<file path="src/rtl/instr_fetch_pkg.sv">
// Shared definitions for the instruction fetch stage and the main control decoder:
// FSM state encoding, MIPS opcode constants and the default reset PC.
package instr_fetch_pkg;

    typedef enum logic [1:0] {
        ST_IDLE  = 2'd0,
        ST_FETCH = 2'd1,
        ST_HOLD  = 2'd2
    } state_t;

    localparam logic [5:0] OP_RTYPE = 6'b000000;
    localparam logic [5:0] OP_LW    = 6'b100011;
    localparam logic [5:0] OP_SW    = 6'b101011;
    localparam logic [5:0] OP_BEQ   = 6'b000100;
    localparam logic [5:0] OP_ADDI  = 6'b001000;
    localparam logic [5:0] OP_J     = 6'b000010;

    localparam logic [31:0] DEFAULT_RESET_PC = 32'h0000_0000;

endpackage

</file>
<file path="src/rtl/instr_fetch_next_pc_sel.sv">
// next_pc_sel: combinational next-PC select for jump, taken branch or fall-through.
module next_pc_sel
    import instr_fetch_pkg::*;
(
    input  logic [31:0] pc_plus4,
    input  logic [31:0] instr,
    input  logic        branch,
    input  logic        jump,
    input  logic        zero,
    output logic [31:0] next_pc
);

    logic [31:0] jump_target;
    logic [31:0] branch_target;
    logic        unused_op;

    assign jump_target   = {pc_plus4[31:28], instr[25:0], 2'b00};
    assign branch_target = pc_plus4 + {{14{instr[15]}}, instr[15:0], 2'b00};
    assign unused_op     = ^instr[31:26];

    // Jump outranks branch when the decoder raises both.
    always_comb begin
        next_pc = pc_plus4;
        if (jump) begin
            next_pc = jump_target;
        end else if (branch && zero) begin
            next_pc = branch_target;
        end
    end

endmodule

</file>
<file path="src/rtl/instr_fetch.sv">
// instr_fetch: PC register, req/ack instruction fetch and next-PC update on retire.
// Optional retire counter on instr_count, built only when FETCH_RETIRE_CNT_EN is defined.
module instr_fetch
    import instr_fetch_pkg::*;
#(
    parameter logic [31:0] RESET_PC = DEFAULT_RESET_PC
) (
    input  logic        clk,
    input  logic        rst,
    output logic        imem_req,
    output logic [31:0] imem_addr,
    input  logic        imem_ack,
    input  logic [31:0] imem_rdata,
    output logic [31:0] instr,
    output logic [5:0]  op,
    output logic        instr_valid,
    output logic [31:0] pc,
    output logic [31:0] pc_plus4,
    input  logic        retire,
    input  logic        stall,
    input  logic        branch,
    input  logic        jump,
    input  logic        zero,
    output logic [31:0] instr_count
);

    // state | meaning
    // IDLE  | reset state, no request; leaves after one cycle
    // FETCH | request outstanding at pc, waiting for imem_ack
    // HOLD  | instr valid and executing, waiting for retire & ~stall

    state_t      state;
    state_t      state_nxt;
    logic [31:0] pc_q;
    logic [31:0] instr_q;
    logic [31:0] next_pc;
    logic        fetch_done;
    logic        retire_ok;

    assign fetch_done = (state == ST_FETCH) && imem_ack;
    assign retire_ok  = (state == ST_HOLD) && retire && !stall;

    always_ff @(posedge clk) begin
        if (rst) begin
            state <= ST_IDLE;
        end else begin
            state <= state_nxt;
        end
    end

    always_comb begin
        state_nxt = state;
        imem_req  = 1'b0;
        case (state)
            ST_IDLE: begin
                state_nxt = ST_FETCH;
            end
            ST_FETCH: begin
                imem_req = 1'b1;
                if (imem_ack) begin
                    state_nxt = ST_HOLD;
                end
            end
            ST_HOLD: begin
                if (retire_ok) begin
                    state_nxt = ST_FETCH;
                end
            end
            default: begin
                state_nxt = ST_IDLE;
            end
        endcase
    end

    always_ff @(posedge clk) begin
        if (rst) begin
            pc_q    <= RESET_PC;
            instr_q <= 32'd0;
        end else begin
            if (fetch_done) begin
                instr_q <= imem_rdata;
            end
            if (retire_ok) begin
                pc_q <= next_pc;
            end
        end
    end

    next_pc_sel u_next_pc_sel (
        .pc_plus4 (pc_plus4),
        .instr    (instr_q),
        .branch   (branch),
        .jump     (jump),
        .zero     (zero),
        .next_pc  (next_pc)
    );

    assign pc          = pc_q;
    assign pc_plus4    = pc_q + 32'd4;
    assign imem_addr   = pc_q;
    assign instr       = instr_q;
    assign op          = instr_q[31:26];
    assign instr_valid = (state == ST_HOLD);

`ifdef FETCH_RETIRE_CNT_EN
    logic [31:0] cnt_q;

    always_ff @(posedge clk) begin
        if (rst) begin
            cnt_q <= 32'd0;
        end else if (retire_ok) begin
            cnt_q <= cnt_q + 32'd1;
        end
    end

    assign instr_count = cnt_q;
`else
    assign instr_count = 32'd0;
`endif

endmodule

</file>
<file path="config.mk">
export PLATFORM = sky130hd
export DESIGN_NAME = instr_fetch
export DESIGN_NICKNAME = d
export VERILOG_FILES = /design/src/rtl/instr_fetch_pkg.sv /design/src/rtl/instr_fetch_next_pc_sel.sv /design/src/rtl/instr_fetch.sv
export SDC_FILE = /design/constraint.sdc
export NUM_CORES = 1
export LEC_CHECK = 0
export BUFFER_PORTS_ARGS = -buffer_cell sky130_fd_sc_hd__buf_2
export CAP_MARGIN = 20
export CORE_ASPECT_RATIO = 0.75
export CORE_MARGIN = 3
export CORE_UTILIZATION = 30
export DETAILED_ROUTE_END_ITERATION = 6
export HOLD_SLACK_MARGIN = 0.06
export MAX_ROUTING_LAYER = met4
export RECOVER_POWER = 100
export SLEW_MARGIN = 10
export SYNTH_ARGS = -nofsm -noshare
export SYNTH_HDL_FRONTEND = slang
export SYNTH_HIERARCHICAL = 1
export SYNTH_SLANG_ARGS = --single-unit
</file>
<file path="constraint.sdc">
create_clock -name clk -period 5.2 [get_ports clk]
set_input_delay 0.52 -clock clk [delete_from_list [all_inputs] [get_ports clk]]
set_output_delay 0.52 -clock clk [all_outputs]
set_load 0.1 [all_outputs]
</file>
======== Word-level counts from Yosys, hierarchy flattened ========
Index checks and enable logic that the tools add are counted.
cells by class
  add/subtract/negate cells ............... 2
  equality and inequality tests ........... 4
  muxes and demuxes ....................... 6
  reductions and logical operators ........ 7
operators with widths
  operator                                                count
  two-way mux 32 bit                                      2
  adder 32 x 3 -> 32 bit (second input constant)          1
  adder 32 bit                                            1
  case mux 2 bit (3 select lines)                         1
  logical AND 1 bit                                       4
  two-way mux 2 bit                                       2
  == test 2 x 1 -> 1 bit (second input constant)          1
  == test 2 bit (second input constant)                   1
  zero test 2 bit                                         1
  inequality test 2 x 1 -> 1 bit (second input constant)  1
  inequality test 2 bit (second input constant)           1
  AND reduction 2 bit                                     1
  zero test 1 bit                                         1
  two-way mux 1 bit                                       1
storage, ports and cells
  flip-flop bits (word level) ............. 66
  input bits .............................. 40
  output and inout port bits .............. 168
  logic and storage cells ................. 22

======== Longest topological paths before layout ========
Gate-level depths: netlist of the first run.
  depth in word-level cells ............... 5
  gate-level depth with buffers ........... 18

======== Hierarchy ========
The synthesis of the first run kept the hierarchy.
by module, submodules not included
  module       instances  cells each  area each (µm²)  seq. area each (µm²)
  instr_fetch  1          449         3403.3           1321.3
  next_pc_sel  1          327         2227.1           0.0

======== Least setup slack after synthesis of the first run ========
Ideal clock, no wire load.
  path kind ............................... flip-flop to flip-flop
  start point ............................. reg pc_q[2], in the netlist imem_addr[2]
  end point ............................... reg pc_q[25], in the netlist imem_addr[25]
  data arrival time ....................... 5.911 ns
  path slack .............................. -0.843 ns
  cell stages (with the launch flop) ...... 18
  period minus slack after synthesis ...... 6.043 ns
  cells stage by stage .................... dfxtp_1 > ha_1 > and4_1 > or4b_1 > buf_4 > xnor2_1 > ha_1 > buf_4 > a21oi_2 > o21ai_1 > a221o_1 > a21oi_2 > o41ai_4 > a41oi_2 > xor2_1 > o221ai_2 > nand2_1 > a21oi_1
on the way
  word-level cells in the longest chain between the ends .. 4
ends and longest elaborated chain
  what                    RTL line                       text
  start, declared         instr_fetch.sv:34              logic [31:0] pc_q;
  start signal, assigned  instr_fetch.sv:84              pc_q <= next_pc;
  adder 32 x 3 -> 32 bit  instr_fetch.sv:99              assign pc_plus4 = pc_q + 32'd4;
  net pc_plus4[16]        instr_fetch.sv:18              output logic [31:0] pc_plus4,
  adder 32 bit            instr_fetch_next_pc_sel.sv:18  assign branch_target = pc_plus4 + {{14{instr[15]}}, instr[15:0], 2'b00};
  two-way mux 32 bit      instr_fetch_next_pc_sel.sv:26  end else if (branch && zero) begin
  two-way mux 32 bit      instr_fetch_next_pc_sel.sv:24  if (jump) begin
  net next_pc[25]         instr_fetch.sv:36              logic [31:0] next_pc;
The timed path passes the listed nets, and every way through them passes these cells.
A chain may end at the register's enable or synchronous reset.

======== Worst setup path after layout of the first run ========
  start point ............................. reg pc_q[2], in the netlist imem_addr[2]
  end point ............................... reg pc_q[25], in the netlist imem_addr[25]
on the way
  word-level cells in the longest chain between the ends .. 4
ends and longest elaborated chain
  what                        RTL line
  adder 32 x 3 -> 32 bit (*)  instr_fetch.sv:99
  adder 32 bit                instr_fetch_next_pc_sel.sv:18
  two-way mux 32 bit (*)      instr_fetch_next_pc_sel.sv:26
  two-way mux 32 bit (*)      instr_fetch_next_pc_sel.sv:24
  net next_pc[25]             instr_fetch.sv:36
Mark *: on every way through the listed nets, which the timed path passes. The rest lies on a longest branch.

==> metrics.yaml, run 1 <==
outcome: "complete, but fails checks"
violations: "capacitance limit, slew limit"
slowest_delay_ns: 0.69
reg2reg_from: "imem_addr[2]"
place_area_um2: 6491
antenna_found_initial: 0
gp_congestion: 0.8935
cts_hold_buf: 0
syn_avg_cell_area_um2: 7.256
grt_setup_unrepaired: "false"
die_y_um: 124.6
cts_tree: "yes"
num-nets-final: 961
grt.overflow.total: 0
path_max_fanout: 9
dr.max_layer_used: "met4"
synth_top_family_by_area: "simple AND/OR/NAND/NOR gates"
synth_adder_area_share_pct: 7.022
hold_path_depth: 3
hold_start: "imem_rdata[8]"
fillers: 2006
crit_path_cell_trace: "ha_1 > and4_1 > or4b_1 > xnor2_1 > ha_1 > a21oi_2 > o21ai_0 > a221o_1 > a21oi_2 > o41ai_2 > a41oi_2 > xor2_1 > o221ai_2 > nand2_1 > a21oi_1"
pre_cts_ws_ns: 0.8226
synth_mux_area_share_pct: 2.378
critPathSlowestCell: "or4b_1"
crit_arrival_ns: 4.67
yosysSeqAreaShare_pct: 23.47
power_density_nw_per_um2: 228.7
fin_cells: 1137
cts.sinks: 66
grt_pass1_vias: 5092
core_um2: 18020
hold_class: "in -> reg"
vias: 5660
mostFrequentLayoutCell: "nand2_1"
synth_xor_area_share_pct: 8.400
routed-wl-met2_um: 7841
initialDrtViolationCount: 380
synth_cells: 776
post_cts_buffers: 0
layout-drive-gt1-share_pct: 11.28
first_pass_iters: 5
grt_max_degree: 67
numCtsBuffers: 9
syn_to_final_growth_pct: 15.96
ys_seq_elements: 66
htreeDepth: 3
grt_pass1_wl_um: 29410
wl_met1_um: 9484
placed_cells: 1121
r2r_setup_slack_ns: 0.60
layout_common_cells: "nand2_1 (189), clkbuf_1 (138), a21oi_1 (104)"
synth_cell_types: 64
cellLeakagePower_nw: 2.660
critPathKind: "reg -> reg"
fin_area_um2: 6529
cp-start-kind: "flip-flop"
fp-row-count: 42
whs_endpoint: "instr[8]"
synth_edf_count: 0
hold_viol_final: 0
max-vdd-ir-drop_mv: 0.1730
setup_tns_ns: 0
wl_um: 18670
fin_skew_ns: 0.004552
floorplan.initialDensity_pct: 31.24
wl_met3_um: 1175
die_w_um: 164.2
worst_r2r_endpoint: "imem_addr[25]"
antenna_cells: 0
clk_pin_slew_ns: 0.06
ant_nets: 0
worstSetupEndpointType: "flip-flop"
tightest_slew_ns: 3.262
root_buffer: "clkbuf_16"
dieArea_um2: 20460
synth_compound_area_share_pct: 21.71
route.detailed.drc: 0
wl_per_cell_um: 16.42
cts_buffer_depth: 2
synth-async-reset-ratio_pct: 0
io_buffers: 175
synth_simple_gate_area_share_pct: 23.31
netlist_area_um2: 5630
yosys_warnings: 6
ys.flop_type: "dfxtp_1"
insertion_delay_ns: 0.34
drv_cap: 1
postLayoutCoreUtil_pct: 36.22
fin_crit_sh_pct: 88.54
period_needed_ns: 4.604
place_hpwl_um: 14020
viasPerCell: 4.978
rr_worst_depth: 15
drv_slew: 67
crit_required_ns: 5.26
post_cts_resized: 0
timing.fmax_mhz: 217.2
setup_ws_ns: 0.5959
grtUsageTotal_pct: 18.43
slew_headroom_pct: -117.5
pin_count: 208
finalSetupViolations: 0
[metal layers]
layer | up-vias | track usage (%)
li1 | 2807 | -
met1 | 2637 | 27.57
met2 | 204 | 25.58
met3 | 12 | 3.657
met4 | 0 | 3.531
met5 | - | -
[state kept, by name, indices dropped and copies added, names as in the netlist]
register	count
imem_addr	32
instr	32
state	2
[how the worst max path moves through the flow]
stage | startpoint | slack (ns) | end | cells after the start
after floorplan | imem_addr[10] | -0.04 | imem_addr[25] | 14
after global routing | imem_addr[2] | 0.29 | imem_addr[25] | 15
after global placement | imem_addr[2] | 0.97 | imem_addr[25] | 16
after detailed placement | imem_addr[2] | 0.82 | imem_addr[25] | 16
after CTS | imem_addr[2] | 0.80 | imem_addr[25] | 16
final | imem_addr[2] | 0.60 | imem_addr[25] | 15
[report_power, final]
group	switching, W	internal [W]
clock network	0.000255	0.000339
registers	0.0000180	0.000520
logic	0.000311	0.0000513
[logic make-up after synthesis]
logic type                 count (synthesis)
and+or+nand+nor                          293
other                                      1
muxes                                     13
AOI/OAI and AO/OA                        201
buffers and inverters                    117
DFF                                       66
adders and majority gates                 31
xor gates and xnor gates                  54
[through the flow]
| step | power [W] | hold WS, ns |
|---|---|---|
| 2_1_floorplan | 0.0008809 | 0.5612 |
| 5_1_grt | 0.001555 | 0.4058 |
| 6_report | 0.001493 | 0.4100 |
| 3_3_place_gp | 0.0009143 | 0.4542 |
| 3_5_place_dp | 0.0009147 | 0.4581 |
| 4_1_cts | 0.001514 | 0.3968 |
[cells in the mapped netlist, types with 2 or more instances]
cell | count | share of area (%)
nand2_1 | 189 | 13
a21oi_1 | 104 | 9.2
buf_4 | 79 | 11
dfxtp_1 | 66 | 23
nor2_1 | 34 | 2.3
o21ai_0 | 32 | 2.8
xnor2_1 | 32 | 5.0
ha_1 | 30 | 6.7
clkbuf_1 | 25 | 1.7
xor2_1 | 22 | 3.4
a21o_1 | 20 | 2.7
nand3_1 | 15 | 1.3
nand4_1 | 15 | 1.7
mux2i_1 | 10 | 1.8
a31oi_1 | 8 | 0.89
and3_1 | 7 | 0.78
inv_1 | 7 | 0.47
nor3_1 | 5 | 0.44
nor2b_1 | 4 | 0.44
o21ai_1 | 4 | 0.36
o21ai_2 | 4 | 0.62
mux2_2 | 3 | 0.60
nand2b_1 | 3 | 0.33
o211ai_1 | 3 | 0.40
o21bai_1 | 3 | 0.40
o221ai_1 | 3 | 0.47
a211oi_1 | 2 | 0.27
a21oi_2 | 2 | 0.31
and2_1 | 2 | 0.22
and4_1 | 2 | 0.31
buf_1 | 2 | 0.13
clkbuf_8 | 2 | 0.49
nand4b_1 | 2 | 0.31
nor3b_1 | 2 | 0.27
o21a_1 | 2 | 0.27
o31a_1 | 2 | 0.31
or2_2 | 2 | 0.22
[final cells by class]
| class | count | area [um^2] | share of cell area [%] |
|---|---|---|---|
| clock buffer | 11 | 242.7 | 3.718 |
| clock inverter | 5 | 37.54 | 0.5749 |
| inverter | 7 | 26.28 | 0.4025 |
| multi-input combinational | 624 | 3844 | 58.87 |
| sequential | 66 | 1321 | 20.24 |
| tap | 242 | 302.8 | 4.638 |
| timing repair buffer | 182 | 754.5 | 11.56 |
[worst max-delay path, delay by kind of cell, from the launching register on]
family                     cells  cell delay, ns
AOI/OAI and AO/OA              8            1.42
and+or+nand+nor                3            1.05
adders and majority gates      2            0.70
xor gates and xnor gates       2            0.69
DFF                            1            0.47
No activity file was read; power rests on OpenSTA's default activity.
==> inputs of run 2 (changes only) <==
--- a/config.mk
+++ b/config.mk
@@ -9,10 +9,11 @@
 export CAP_MARGIN = 20
 export CORE_ASPECT_RATIO = 0.75
 export CORE_MARGIN = 3
-export CORE_UTILIZATION = 30
+export CORE_UTILIZATION = 51
 export DETAILED_ROUTE_END_ITERATION = 6
 export HOLD_SLACK_MARGIN = 0.06
 export MAX_ROUTING_LAYER = met4
+export PLACE_DENSITY = 0.82
 export RECOVER_POWER = 100
 export SLEW_MARGIN = 10
 export SYNTH_ARGS = -nofsm -noshare
==> run 2 against run 1 <==
The flow still finishes with violations (capacitance limit, slew limit). Worst hold slack improved by 0.012 ns. Combinational power about the same. Global-route usage increased by 9.3 points. Total power decreased by 0.25%. Die area decreased by 40%. Clock power about the same. Core utilization increased by 25 points. Via count increased by 2.0%. Sequential share of layout area increased by 0.40 points. Setup slack improved by 0.063 ns. Flip-flop and latch count unchanged. Non-clock buffer count unchanged.
==> metrics.yaml, run 2 (synthesized netlist as in run 1, its figures left out) <==
slew_headroom_pct: -105.9
hold_start: "imem_rdata[2]"
fin_crit_sh_pct: 87.33
violations: "capacitance limit, slew limit"
period_needed_ns: 4.541
hold_ws_ns: 0.4221
io_buffers: 175
grt_pass1_wl_um: 27320
pin_count: 208
clk_pin_slew_ns: 0.06
max-vdd-ir-drop_mv: 0.2204
place_area_um2: 6359
crit_buf_inv: 1
fillers: 1073
critPathSlowestCell: "or4b_1"
grt_setup_unrepaired: "false"
viasPerCell: 5.598
htreeDepth: 3
finalSetupViolations: 0
cts_tree: "yes"
crit_path_cell_trace: "ha_1 > and4_1 > or4b_1 > nor2_1 > xor2_4 > ha_1 > a21oi_1 > inv_1 > a221o_1 > a21oi_1 > o41ai_2 > a41oi_2 > xor2_1 > o221ai_2 > nand2_1 > a21oi_1"
drv_cap: 1
crit_family: "simple AND/OR/NAND/NOR gates"
cts_hold_buf: 0
route.detailed.drc: 0
post_cts_buffers: 0
gp_congestion: 0.9690
cts.sinks: 66
hold_class: "in -> reg"
ant_nets: 0
antenna_found_initial: 0
syn_to_final_growth_pct: 13.71
hold_viol_final: 0
numCtsBuffers: 9
floorplan.initialDensity_pct: 53.47
vias: 5772
layout_common_cells: "nand2_1 (189), clkbuf_1 (137), a21oi_1 (105)"
grt_max_degree: 67
grt_pass1_vias: 5136
grt.overflow.total: 0
r2r_setup_slack_ns: 0.66
antenna_cells: 0
mostFrequentLayoutCell: "nand2_1"
die_y_um: 97.00
insertion_delay_ns: 0.33
worstSetupEndpointType: "flip-flop"
grtUsageTotal_pct: 27.73
fin_skew_ns: 0.006736
first_pass_iters: 5
die_w_um: 127.3
tightest_slew_ns: 3.089
rr_worst_depth: 16
timing.fmax_mhz: 220.2
critPathKind: "reg -> reg"
fin_area_um2: 6402
fp-row-count: 32
worst_r2r_endpoint: "imem_addr[25]"
hold_path_depth: 3
postLayoutCoreUtil_pct: 60.80
whs_endpoint: "instr[2]"
crit_required_ns: 5.26
cts_buffer_depth: 2
crit_arrival_ns: 4.61
outcome: "complete, but fails checks"
critPathMostFrequentCell: "a21oi_1"
slowest_delay_ns: 0.77
dieArea_um2: 12350
post_cts_resized: 0
cp-start-kind: "flip-flop"
power_density_nw_per_um2: 232.6
reg2reg_from: "imem_addr[2]"
cellLeakagePower_nw: 2.659
wl_um: 17310
drv_slew: 67
path_max_fanout: 8
pre_cts_ws_ns: 0.8023
setup_ws_ns: 0.6587
core_um2: 10530
wl_per_cell_um: 16.79
initialDrtViolationCount: 445
num-nets-final: 961
root_buffer: "clkbuf_16"
layout-drive-gt1-share_pct: 11.51
place_hpwl_um: 12810
[run 2: worst max path at each step]
stage / start / depth (start not counted) / end / slack, ns
5_1_grt: imem_addr[3] / 16 / imem_addr[25] / 0.41
4_1_cts: imem_addr[2] / 16 / imem_addr[25] / 0.79
2_1_floorplan: imem_addr[10] / 14 / imem_addr[25] / -0.04
3_5_place_dp: imem_addr[2] / 16 / imem_addr[25] / 0.80
3_3_place_gp: imem_addr[2] / 16 / imem_addr[25] / 0.92
6_report: imem_addr[2] / 16 / imem_addr[25] / 0.66
[run 2: metal layers]
layer / up-vias / routed length [um] / track usage (%)
met2: 261 / 7359 / 38.54
li1: 2793 / - / -
met5: - / 0 / -
met3: 12 / 1657 / 6.623
met1: 2706 / 8137 / 40.97
met4: 0 / 159 / 5.194
[run 2: area by class of cell]
cell class | count | area [um^2] | area share, %
tap | 136 | 170.2 | 2.658
clock buffer | 9 | 225.2 | 3.518
clock inverter | 7 | 60.06 | 0.9380
sequential | 66 | 1321 | 20.64
multi-input combinational | 624 | 3845 | 60.05
inverter | 7 | 26.28 | 0.4104
timing repair buffer | 182 | 754.5 | 11.78
[run 2: tightest hold or removal path, stage by stage]
cell     delay (ns)
buf_2          0.09
nand2_1        0.04
a21oi_1        0.05
[run 2: through the flow]
stage / total power (W) / instances / setup TNS [ns]
3_3_place_gp: 0.0009101 / 1015 / 0
5_1_grt: 0.001542 / 1031 / 0
4_1_cts: 0.001508 / 1031 / 0
3_5_place_dp: 0.0009119 / 1015 / 0
6_report: 0.001489 / 1031 / 0
2_1_floorplan: 0.0008809 / 807 / -0.04235
[run 2: power by group]
group	leakage (nW)	internal (W)	total [W]	switching, W
combinational	1.99	0.0000518	0.000364	0.000312
clock	0.131	0.000330	0.000591	0.000260
sequential	0.535	0.000520	0.000535	0.0000156
total	2.66	0.000902	0.00149	0.000588
==> inputs of run 3 (changes only) <==
--- a/config.mk
+++ b/config.mk
@@ -13,7 +13,7 @@
 export DETAILED_ROUTE_END_ITERATION = 6
 export HOLD_SLACK_MARGIN = 0.06
 export MAX_ROUTING_LAYER = met4
-export PLACE_DENSITY = 0.82
+export PLACE_DENSITY_LB_ADDON = 0.05
 export RECOVER_POWER = 100
 export SLEW_MARGIN = 10
 export SYNTH_ARGS = -nofsm -noshare
==> run 3 against run 2 <==
Critical path type unchanged. The run still ends with capacitance limit, slew limit left. Fmax down 0.90%. Core utilization up 0.25 points. Die area unchanged. Clock power up 7.6%. Clock skew about the same. Setup slack worse by 0.041 ns.
==> metrics.yaml, run 3 (synthesized netlist as in run 1, its figures left out) <==
gp_congestion: 0.9413
max-vdd-ir-drop_mv: 0.2199
place_hpwl_um: 13570
cts_buffer_depth: 2
wl_um: 17880
die_y_um: 97.00
grt.overflow.total: 0
multi_input_area_um2: 3856
rr_worst_depth: 15
fin_cells: 1031
num-nets-final: 961
layout_common_cells: "nand2_1 (189), clkbuf_1 (139), a21oi_1 (105)"
finalSetupViolations: 0
grt_setup_unrepaired: "false"
pin_count: 208
grt_max_degree: 55
initialDrtViolationCount: 527
floorplan.initialDensity_pct: 53.47
wl_per_cell_um: 17.34
hold_viol_final: 0
whs_endpoint: "instr[26]"
cts.sinks: 66
slew_headroom_pct: -73.76
worst_r2r_endpoint: "imem_addr[25]"
insertion_delay_ns: 0.33
outcome: "complete, but fails checks"
drv_slew: 143
critPathKind: "reg -> reg"
first_pass_iters: 5
reg2reg_from: "imem_addr[2]"
hold_path_depth: 3
fp-row-count: 32
vias: 5780
root_buffer: "clkbuf_16"
placed_cells: 1015
violations: "capacitance limit, slew limit"
fin_crit_sh_pct: 88.13
clk_pin_slew_ns: 0.06
die_w_um: 127.3
crit_arrival_ns: 4.68
timing.fmax_mhz: 218.2
post_cts_buffers: 0
seqCellArea_um2: 1321
hold_start: "imem_rdata[26]"
place_area_um2: 6359
period_needed_ns: 4.583
syn_to_final_growth_pct: 14.18
htreeDepth: 3
numCtsBuffers: 9
grt_pass1_wl_um: 28080
crit_required_ns: 5.29
mostFrequentLayoutCell: "nand2_1"
antenna_cells: 0
cts_tree: "yes"
post_cts_resized: 0
fin_area_um2: 6429
path_max_fanout: 9
cts_hold_buf: 0
ant_nets: 0
fin_skew_ns: 0.006608
setup_tns_ns: 0
grt_pass1_vias: 5085
core_um2: 10530
tightest_slew_ns: 2.606
grtUsageTotal_pct: 28.95
power_density_nw_per_um2: 238.9
layout-drive-gt1-share_pct: 11.17
fillers: 1081
viasPerCell: 5.606
finalPower_w: 0.001536
cp-start-kind: "flip-flop"
hold_class: "in -> reg"
cellLeakagePower_nw: 2.703
r2r_setup_slack_ns: 0.62
dieArea_um2: 12350
io_buffers: 175
drv_cap: 3
antenna_found_initial: 0
worstSetupEndpointType: "flip-flop"
route.detailed.drc: 0
## run 3: cell types whose count changed in the layout (fill, tap and decap cells not counted), sizes merged
cell	delta
clkinv	+3
clkbuf	+2
inv	-1
buf	-2
clkinvlp	-3
bufinv	+1
## run 3: cell type report
| class | instances | area share (%) |
|---|---|---|
| multi-input cells | 624 | 59.98 |
| flip-flops and latches | 66 | 20.55 |
| repair buffers | 182 | 11.70 |
| clock buffers | 9 | 3.503 |
| well taps | 136 | 2.647 |
| clock inverters | 7 | 1.207 |
| inverters | 7 | 0.4087 |
## run 3: worst max-delay path by stage
stage,from,end,slack [ns],depth (start not counted)
floorplan,imem_addr[10],imem_addr[25],-0.04,14
CTS,imem_addr[2],imem_addr[25],0.86,16
finish,imem_addr[2],imem_addr[25],0.62,15
global placement,imem_addr[2],imem_addr[25],1.02,16
detailed placement,imem_addr[2],imem_addr[25],0.86,16
global route,imem_addr[2],imem_addr[25],0.29,15
## run 3: critical path, stage by stage (launching register included)
cell,delay [ns]
dfxtp_1,0.47
ha_1,0.26
and4_1,0.25
or4b_1,0.67
xnor2_1,0.45
ha_1,0.43
a21oi_2,0.26
o21ai_1,0.12
a221o_1,0.30
a21oi_1,0.24
o41ai_4,0.16
a41oi_2,0.22
xor2_1,0.22
o221ai_2,0.11
nand2_1,0.13
a21oi_1,0.06
## run 3: through the flow
stage / hold slack (ns) / util [%] / setup WS (ns)
after floorplan: 0.5612 / - / -0.04235
after global placement: 0.4512 / 60.39 / 1.021
after detailed placement: 0.4599 / 60.39 / 0.8577
after CTS: 0.4119 / 63.26 / 0.8632
after global routing: 0.4046 / 61.05 / 0.2873
final: 0.4221 / 61.05 / 0.6173
## run 3: report_power, final
group	leakage (nW)	internal [W]	switching, W
combinational	2.02	0.0000510	0.000311
sequential	0.535	0.000520	0.0000183
clock	0.152	0.000377	0.000260
## run 3: layer usage
metal / part of all wire [%] / GRT usage, %
met5: 0 / -
met4: 0.51 / 4.534
met3: 8.2 / 6.181
met2: 42 / 39.22
met1: 50 / 44.45
